===== src/rtl/adc_spi_sampler_if.sv =====
// Bus between the ADC sampler and its surroundings: the SPI pins of the
// temperature ADC plus the averaged result presented to the fan controller.
interface adc_spi_sampler_if #(
  parameter int ADC_BITWIDTH = 8
);
  logic                    adc_miso_i;
  logic                    adc_cs_n_o;
  logic                    adc_sclk_o;
  logic [ADC_BITWIDTH-1:0] ADC_value_o;
  logic                    dataVaild_STRB_o;
  logic                    busy_o;

  modport master (
    input  adc_miso_i,
    output adc_cs_n_o, adc_sclk_o, ADC_value_o, dataVaild_STRB_o, busy_o
  );

  modport slave (
    output adc_miso_i,
    input  adc_cs_n_o, adc_sclk_o, ADC_value_o, dataVaild_STRB_o, busy_o
  );
endinterface


===== src/rtl/adc_spi_sampler.sv =====
// Periodic burst sampler for an 8-bit SPI mode-0 ADC: every SAMPLE_PERIOD enabled
// cycles it runs 2^AVG_LOG2 conversions and strobes out their truncated average.
module adc_spi_sampler #(
  parameter int ADC_BITWIDTH  = 8,
  parameter int FRAME_BITS    = 16,
  parameter int DATA_START    = 3,
  parameter int CLK_DIV       = 5,
  parameter int AVG_LOG2      = 2,
  parameter int SAMPLE_PERIOD = 100000
) (
  input  logic                   clk_i,
  input  logic                   rst_i,
  input  logic                   clk_en_i,
  input  logic                   en_i,
  adc_spi_sampler_if.master      bus
);
  localparam int PER_W  = $clog2(SAMPLE_PERIOD);
  localparam int DIV_W  = $clog2(CLK_DIV);
  localparam int BIT_W  = (FRAME_BITS > 1) ? $clog2(FRAME_BITS) : 1;
  localparam int CONV_W = (AVG_LOG2 > 0) ? AVG_LOG2 : 1;
  localparam int ACC_W  = ADC_BITWIDTH + AVG_LOG2;

  localparam logic [PER_W-1:0]  PER_LAST  = PER_W'(SAMPLE_PERIOD - 1);
  localparam logic [DIV_W-1:0]  DIV_LAST  = DIV_W'(CLK_DIV - 1);
  localparam logic [BIT_W-1:0]  BIT_LAST  = BIT_W'(FRAME_BITS - 1);
  localparam logic [CONV_W-1:0] CONV_LAST = CONV_W'((1 << AVG_LOG2) - 1);
  localparam logic [BIT_W:0]    DATA_LO   = (BIT_W+1)'(DATA_START);
  localparam logic [BIT_W:0]    DATA_HI   = (BIT_W+1)'(DATA_START + ADC_BITWIDTH);

  typedef enum logic [2:0] {
    ST_IDLE     = 3'd0,
    ST_CS_SETUP = 3'd1,
    ST_SHIFT    = 3'd2,
    ST_CS_HOLD  = 3'd3,
    ST_DONE     = 3'd4
  } state_t;

  state_t                  state_r, state_s;
  logic [PER_W-1:0]        per_cnt_r, per_cnt_s;
  logic [DIV_W-1:0]        div_cnt_r, div_cnt_s;
  logic [BIT_W-1:0]        bit_cnt_r, bit_cnt_s;
  logic [CONV_W-1:0]       conv_cnt_r, conv_cnt_s;
  logic [ADC_BITWIDTH-1:0] shreg_r, shreg_s;
  logic [ACC_W-1:0]        acc_r, acc_s;
  logic [ADC_BITWIDTH-1:0] value_r, value_s;
  logic                    miso_r;
  logic                    cs_n_r, cs_n_s;
  logic                    sclk_r, sclk_s;
  logic                    strobe_r, strobe_s;
  logic                    busy_r, busy_s;
  logic                    trig_s, div_last_s, in_data_s;

  assign trig_s     = clk_en_i && en_i && (per_cnt_r == PER_LAST);
  assign div_last_s = (div_cnt_r == DIV_LAST);
  assign in_data_s  = ({1'b0, bit_cnt_r} >= DATA_LO) && ({1'b0, bit_cnt_r} < DATA_HI);

  // Next-state, counter and output computation; SCLK/CS are precomputed so they leave straight from flops
  always_comb begin
    state_s    = state_r;
    div_cnt_s  = div_cnt_r;
    bit_cnt_s  = bit_cnt_r;
    conv_cnt_s = conv_cnt_r;
    shreg_s    = shreg_r;
    acc_s      = acc_r;
    value_s    = value_r;
    cs_n_s     = cs_n_r;
    sclk_s     = sclk_r;
    strobe_s   = 1'b0;
    busy_s     = busy_r;

    if (!en_i) begin
      per_cnt_s = '0;
    end else if (clk_en_i) begin
      per_cnt_s = trig_s ? '0 : per_cnt_r + 1'b1;
    end else begin
      per_cnt_s = per_cnt_r;
    end

    case (state_r)
      ST_IDLE: begin
        cs_n_s = 1'b1;
        sclk_s = 1'b0;
        if (trig_s) begin
          state_s    = ST_CS_SETUP;
          acc_s      = '0;
          conv_cnt_s = '0;
          div_cnt_s  = '0;
          cs_n_s     = 1'b0;
          busy_s     = 1'b1;
        end else begin
          state_s = ST_IDLE;
        end
      end
      ST_CS_SETUP: begin
        if (clk_en_i && div_last_s) begin
          state_s   = ST_SHIFT;
          div_cnt_s = '0;
          bit_cnt_s = '0;
          sclk_s    = 1'b1;
        end else if (clk_en_i) begin
          div_cnt_s = div_cnt_r + 1'b1;
        end else begin
          div_cnt_s = div_cnt_r;
        end
      end
      ST_SHIFT: begin
        if (clk_en_i && div_last_s) begin
          div_cnt_s = '0;
          if (sclk_r) begin
            // Last enabled cycle of the high phase: capture only data-field bits
            sclk_s = 1'b0;
            if (in_data_s) begin
              shreg_s = ADC_BITWIDTH'({shreg_r, miso_r});
            end else begin
              shreg_s = shreg_r;
            end
          end else if (bit_cnt_r == BIT_LAST) begin
            state_s = ST_CS_HOLD;
            cs_n_s  = 1'b1;
            acc_s   = acc_r + ACC_W'(shreg_r);
          end else begin
            bit_cnt_s = bit_cnt_r + 1'b1;
            sclk_s    = 1'b1;
          end
        end else if (clk_en_i) begin
          div_cnt_s = div_cnt_r + 1'b1;
        end else begin
          div_cnt_s = div_cnt_r;
        end
      end
      ST_CS_HOLD: begin
        if (clk_en_i && div_last_s) begin
          div_cnt_s = '0;
          if (conv_cnt_r == CONV_LAST) begin
            state_s  = ST_DONE;
            value_s  = ADC_BITWIDTH'(acc_r >> AVG_LOG2);
            strobe_s = 1'b1;
            busy_s   = 1'b0;
          end else begin
            state_s    = ST_CS_SETUP;
            conv_cnt_s = conv_cnt_r + 1'b1;
            cs_n_s     = 1'b0;
          end
        end else if (clk_en_i) begin
          div_cnt_s = div_cnt_r + 1'b1;
        end else begin
          div_cnt_s = div_cnt_r;
        end
      end
      ST_DONE: begin
        state_s = ST_IDLE;
      end
      default: begin
        state_s = ST_IDLE;
        cs_n_s  = 1'b1;
        sclk_s  = 1'b0;
        busy_s  = 1'b0;
      end
    endcase
  end

  // State and datapath registers with synchronous reset
  always_ff @(posedge clk_i) begin
    miso_r <= bus.adc_miso_i;
    if (rst_i) begin
      state_r    <= ST_IDLE;
      per_cnt_r  <= '0;
      div_cnt_r  <= '0;
      bit_cnt_r  <= '0;
      conv_cnt_r <= '0;
      shreg_r    <= '0;
      acc_r      <= '0;
      value_r    <= '0;
      cs_n_r     <= 1'b1;
      sclk_r     <= 1'b0;
      strobe_r   <= 1'b0;
      busy_r     <= 1'b0;
    end else begin
      state_r    <= state_s;
      per_cnt_r  <= per_cnt_s;
      div_cnt_r  <= div_cnt_s;
      bit_cnt_r  <= bit_cnt_s;
      conv_cnt_r <= conv_cnt_s;
      shreg_r    <= shreg_s;
      acc_r      <= acc_s;
      value_r    <= value_s;
      cs_n_r     <= cs_n_s;
      sclk_r     <= sclk_s;
      strobe_r   <= strobe_s;
      busy_r     <= busy_s;
    end
  end

  assign bus.adc_cs_n_o       = cs_n_r;
  assign bus.adc_sclk_o       = sclk_r;
  assign bus.ADC_value_o      = value_r;
  assign bus.dataVaild_STRB_o = strobe_r;
  assign bus.busy_o           = busy_r;
endmodule


===== src/flat_wrapper.sv =====
// flat-port wrapper written by rule: the top's interface ports become plain ports
module adc_spi_sampler_flat 
#(
  parameter int ADC_BITWIDTH  = 8,
  parameter int FRAME_BITS    = 16,
  parameter int DATA_START    = 3,
  parameter int CLK_DIV       = 5,
  parameter int AVG_LOG2      = 2,
  parameter int SAMPLE_PERIOD = 100000
)
  (clk_i, rst_i, clk_en_i, en_i, bus_adc_miso_i, bus_adc_cs_n_o, bus_adc_sclk_o, bus_ADC_value_o, bus_dataVaild_STRB_o, bus_busy_o);
  adc_spi_sampler_if #(.ADC_BITWIDTH(ADC_BITWIDTH)) bus_i ();
  input  logic clk_i;
  input  logic rst_i;
  input  logic clk_en_i;
  input  logic en_i;
  input wire logic [$bits(bus_i.adc_miso_i)-1:0] bus_adc_miso_i;
  output wire logic [$bits(bus_i.adc_cs_n_o)-1:0] bus_adc_cs_n_o;
  output wire logic [$bits(bus_i.adc_sclk_o)-1:0] bus_adc_sclk_o;
  output wire logic [$bits(bus_i.ADC_value_o)-1:0] bus_ADC_value_o;
  output wire logic [$bits(bus_i.dataVaild_STRB_o)-1:0] bus_dataVaild_STRB_o;
  output wire logic [$bits(bus_i.busy_o)-1:0] bus_busy_o;
  assign bus_i.adc_miso_i = bus_adc_miso_i;
  assign bus_adc_cs_n_o = bus_i.adc_cs_n_o;
  assign bus_adc_sclk_o = bus_i.adc_sclk_o;
  assign bus_ADC_value_o = bus_i.ADC_value_o;
  assign bus_dataVaild_STRB_o = bus_i.dataVaild_STRB_o;
  assign bus_busy_o = bus_i.busy_o;
  adc_spi_sampler #(.ADC_BITWIDTH(ADC_BITWIDTH), .FRAME_BITS(FRAME_BITS), .DATA_START(DATA_START), .CLK_DIV(CLK_DIV), .AVG_LOG2(AVG_LOG2), .SAMPLE_PERIOD(SAMPLE_PERIOD)) u_core (.clk_i(clk_i), .rst_i(rst_i), .clk_en_i(clk_en_i), .en_i(en_i), .bus(bus_i));
endmodule

===== config.mk =====
export PLATFORM = sky130hd
export DESIGN_NAME = adc_spi_sampler_flat
export DESIGN_NICKNAME = d
export VERILOG_FILES = /design/src/rtl/adc_spi_sampler_if.sv /design/src/rtl/adc_spi_sampler.sv /design/src/flat_wrapper.sv
export SDC_FILE = /design/constraint.sdc
export NUM_CORES = 1
export LEC_CHECK = 0
export ABC_CLOCK_PERIOD_IN_PS = 5800
export CAP_MARGIN = 20
export CORE_ASPECT_RATIO = 0.8
export CORE_UTILIZATION = 40
export DETAILED_ROUTE_END_ITERATION = 10
export GPL_TIMING_DRIVEN = 0
export PLACE_DENSITY = 0.61
export SETUP_SLACK_MARGIN = 0.3
export SLEW_MARGIN = 20
export SYNTH_ARGS = -nofsm -noshare
export SYNTH_HDL_FRONTEND = slang
export SYNTH_SLANG_ARGS = --single-unit

===== constraint.sdc =====
create_clock -name clk_i -period 5.8 [get_ports clk_i]
set_input_delay 1.45 -clock clk_i [delete_from_list [all_inputs] [get_ports clk_i]]
set_output_delay 1.45 -clock clk_i [all_outputs]
set_load 0.005 [all_outputs]

==> run metrics <==
outcome complete, no violations; total of max-cap violations 0; Tcrit/Tclk final 0.620; post-layout instance area 0.00342 mm2; Initial DRC Count between 100 and 150; Mean Syn Cell Area roughly 8.7 um2; distinct cell type count after synthesis 49; DP Area 0.00322 mm2; CTS tree built; H-tree level count 3; synthesized cell area 0.00296 mm2; WS Path Type input pin to flop; HP Start u_core.miso_r$_DFF_P_; worst path required time roughly 6.1 ns; Tmin final 3.60 ns; DR vias/cell 5.31; DP HPWL 4320 um; Max VDD drop 0.000138 V; Worst Hold Path EP u_core.shreg_r[0]$_SDFFE_PP0P_; number of synthesized flops with an enable pin 0; area added between synthesis and finish 15.5%; initial core utilization 0.421; Yosys reg bits 60; num rows 27; hold depth 2; sw frac 0.230; Worst Skew ~0.0095 ns; largest net degree at the start of global routing 12; Die W 98.2 um; Remaining DRCs 0; Yosys top cell area share 0.406; Routed WL 6160 um; Max-slew headroom 0.352; first-pass GRT wire length roughly 10000 um; Total GRT Usage 0.172; Synth async-reset ratio 0; die height 79.0 um; LEAKAGE 1.30 nW; CORE AREA 0.00703 mm2; RSZ-0062 raised after global routing false; r2r setup slk 3.26 ns; Worst Hold Class flop to flop; FF-to-FF path depth 8; sequential fraction of the synthesis area 0.406; Cell Pwr Density around 240 mW/mm2; final setup TNS 0 ns; Clock power frac 0.473; Max Slew Vio Count 0; sequential share of power 0.509; CP Capture Type flop; Fmax 278 MHz; initial antenna violation count 0; port bufs 15; most common cell in the netlist dfxtp_1; worst-case clock buffer depth 2; setup bufs post-CTS 0; Worst-Margin Slew 0.966 ns; hold_buf cts 0; post_cts resized 0; Synthesis Warnings 0; wire per inst 13.4 um; Vias 2436; Ports 17; post-synth top area cell dfxtp_1; largest cells by area after synthesis dfxtp_1, mux2i_1, nor2_1, ha_1, xor2_1; Num CTS Buffers 9; # setup viols final 0; Clock Pin Slew Worst Setup and Hold Paths 0.07 ns; root buffer cell clkbuf_8; Syn Inst Count 341; antenna cells 0; WP data arrival 3.88 ns; clock sinks 60; layout cell share with drive strength beyond 1 0.0618; sw power 187 uW; gpl congestion 0.818; footprint of the multi-input gates around 0.0017 mm2; Post-synth top cells dfxtp_1, nor2_1, mux2i_1, nand2_1, a21oi_1; number of global-route vias before repair 2154; Top FF cell, synth dfxtp_1; Max FO, Critical Path 6; kind of start point of the critical path input pin; internal power roughly 630 uW; total gr overflow 0; antenna viol nets, final 0; 1st-pass router iterations 6; Gate power share 0.018; fin nets 386; die area 0.00775 mm2; reg2reg end u_core.acc_r[9]$_SDFFE_PP0P_; Clk Latency, worst-skew pair 0.35 ns; syn nets 360; fillers 682; worst r2r src u_core.per_cnt_r[0]$_SDFFE_PP0P_; final hold vios 0; sequential cell area 0.00120 mm2
==> how the worst max path moves through the flow <==
stage / depth (start not counted) / startpoint / to / slack, ns
2_1_floorplan: 7 / clk_en_i / u_core.acc_r[9]$_SDFFE_PP0P_ / 2.62
3_3_place_gp: 8 / clk_en_i / u_core.acc_r[9]$_SDFFE_PP0P_ / 1.88
3_5_place_dp: 8 / clk_en_i / u_core.acc_r[9]$_SDFFE_PP0P_ / 1.86
4_1_cts: 8 / clk_en_i / u_core.acc_r[9]$_SDFFE_PP0P_ / 2.23
5_1_grt: 8 / clk_en_i / u_core.acc_r[9]$_SDFFE_PP0P_ / 2.10
6_report: 8 / clk_en_i / u_core.acc_r[9]$_SDFFE_PP0P_ / 2.20
==> state kept, by name (all words and copies together), names as in the netlist <==
name                         count
u_core.div_cnt_r                 3
u_core.bus.adc_cs_n_o            1
u_core.bus.ADC_value_o           8
u_core.bit_cnt_r                 4
u_core.per_cnt_r                17
u_core.state_r                   3
u_core.bus.adc_sclk_o            1
u_core.miso_r                    1
u_core.acc_r                    10
u_core.bus.dataVaild_STRB_o      1
u_core.bus.busy_o                1
u_core.conv_cnt_r                2
u_core.shreg_r                   8
==> cell families after synthesis <==
group                      share of synthesized area
and+or+nand+nor                                0.243
DFF                                            0.406
xor gates and xnor gates                      0.0591
AOI/OAI and AO/OA                              0.126
adders and majority gates                     0.0617
buffers and inverters                         0.0266
muxes                                         0.0782
==> routing by layer <==
metal / track usage / up-vias / share of wire
met3: 0.0475 / 7 / 0.054
met1: 0.243 / 1094 / 0.54
met2: 0.244 / 61 / 0.40
li1: - / 1274 / -
met5: 0 / - / 0
met4: 0.0761 / 0 / 0.013
==> through the flow <==
stage                     hold slack, ns  worst slack (ns)  instances  power, mW  utilization
after floorplan                    0.437              2.62        341      0.431            -
after global placement             0.455              1.88        443      0.438        0.458
after detailed placement           0.463              1.86        443      0.438        0.458
after CTS                          0.472              2.23        459      0.823        0.487
after global routing               0.517              2.10        459      0.848        0.487
final                              0.466              2.20        459      0.812        0.487
==> cell usage in the layout, fill, tap and decap left out, types with 2 or more instances in the layout <==
cell type / synthesis / routed
or3_1: 6 / 6
xnor2_1: 8 / 8
mux2i_1: 22 / 22
a31oi_1: 2 / 2
a211oi_1: 3 / 3
inv_1: 5 / 5
clkinv_2: 0 / 2
nor4b_1: 2 / 2
clkbuf_8: 0 / 10
o22ai_1: 2 / 2
o31ai_1: 3 / 3
o211a_1: 2 / 2
nand2b_1: 3 / 3
or4_1: 2 / 2
o21ai_0: 14 / 14
nand2_1: 22 / 22
clkinvlp_4: 0 / 2
clkbuf_1: 11 / 11
nand4_1: 7 / 7
nor2b_1: 3 / 3
xor2_1: 12 / 12
nand3_1: 15 / 15
and3_1: 8 / 8
o41ai_1: 2 / 2
nor2_1: 56 / 56
nor3_1: 10 / 10
clkdlybuf4s50_1: 0 / 15
ha_1: 13 / 13
a21oi_1: 20 / 20
o21a_1: 4 / 4
buf_2: 3 / 3
dfxtp_1: 60 / 60
==> power by group through the flow <==
stage	Combinational (mW)	Clock, mW	Sequential (mW)
global route	0.0165	0.418	0.413
detailed placement	0.0151	0	0.423
finish	0.0149	0.384	0.413
CTS	0.0151	0.394	0.413
global placement	0.0150	0	0.423
floorplan	0.00860	0	0.423
==> area by class of cell <==
cell class                      count  area share
Buffer                             14      0.0165
Clock buffer                       10      0.0402
Tap cell                           87      0.0318
Inverter                            6     0.00658
Sequential cell                    60       0.351
Timing Repair Buffer               15      0.0439
Clock inverter                      6      0.0186
Multi-Input combinational cell    261       0.491
==> critical path: stages <==
cell and delay, ns:
clkdlybuf4s50_1 0.55, and4_1 0.19, buf_2 0.17, nand2_1 0.11, or4_4 0.55, o2bb2ai_2 0.20
or4_1 0.52, a21oi_1 0.14
(Power assumes the default switching activity.)
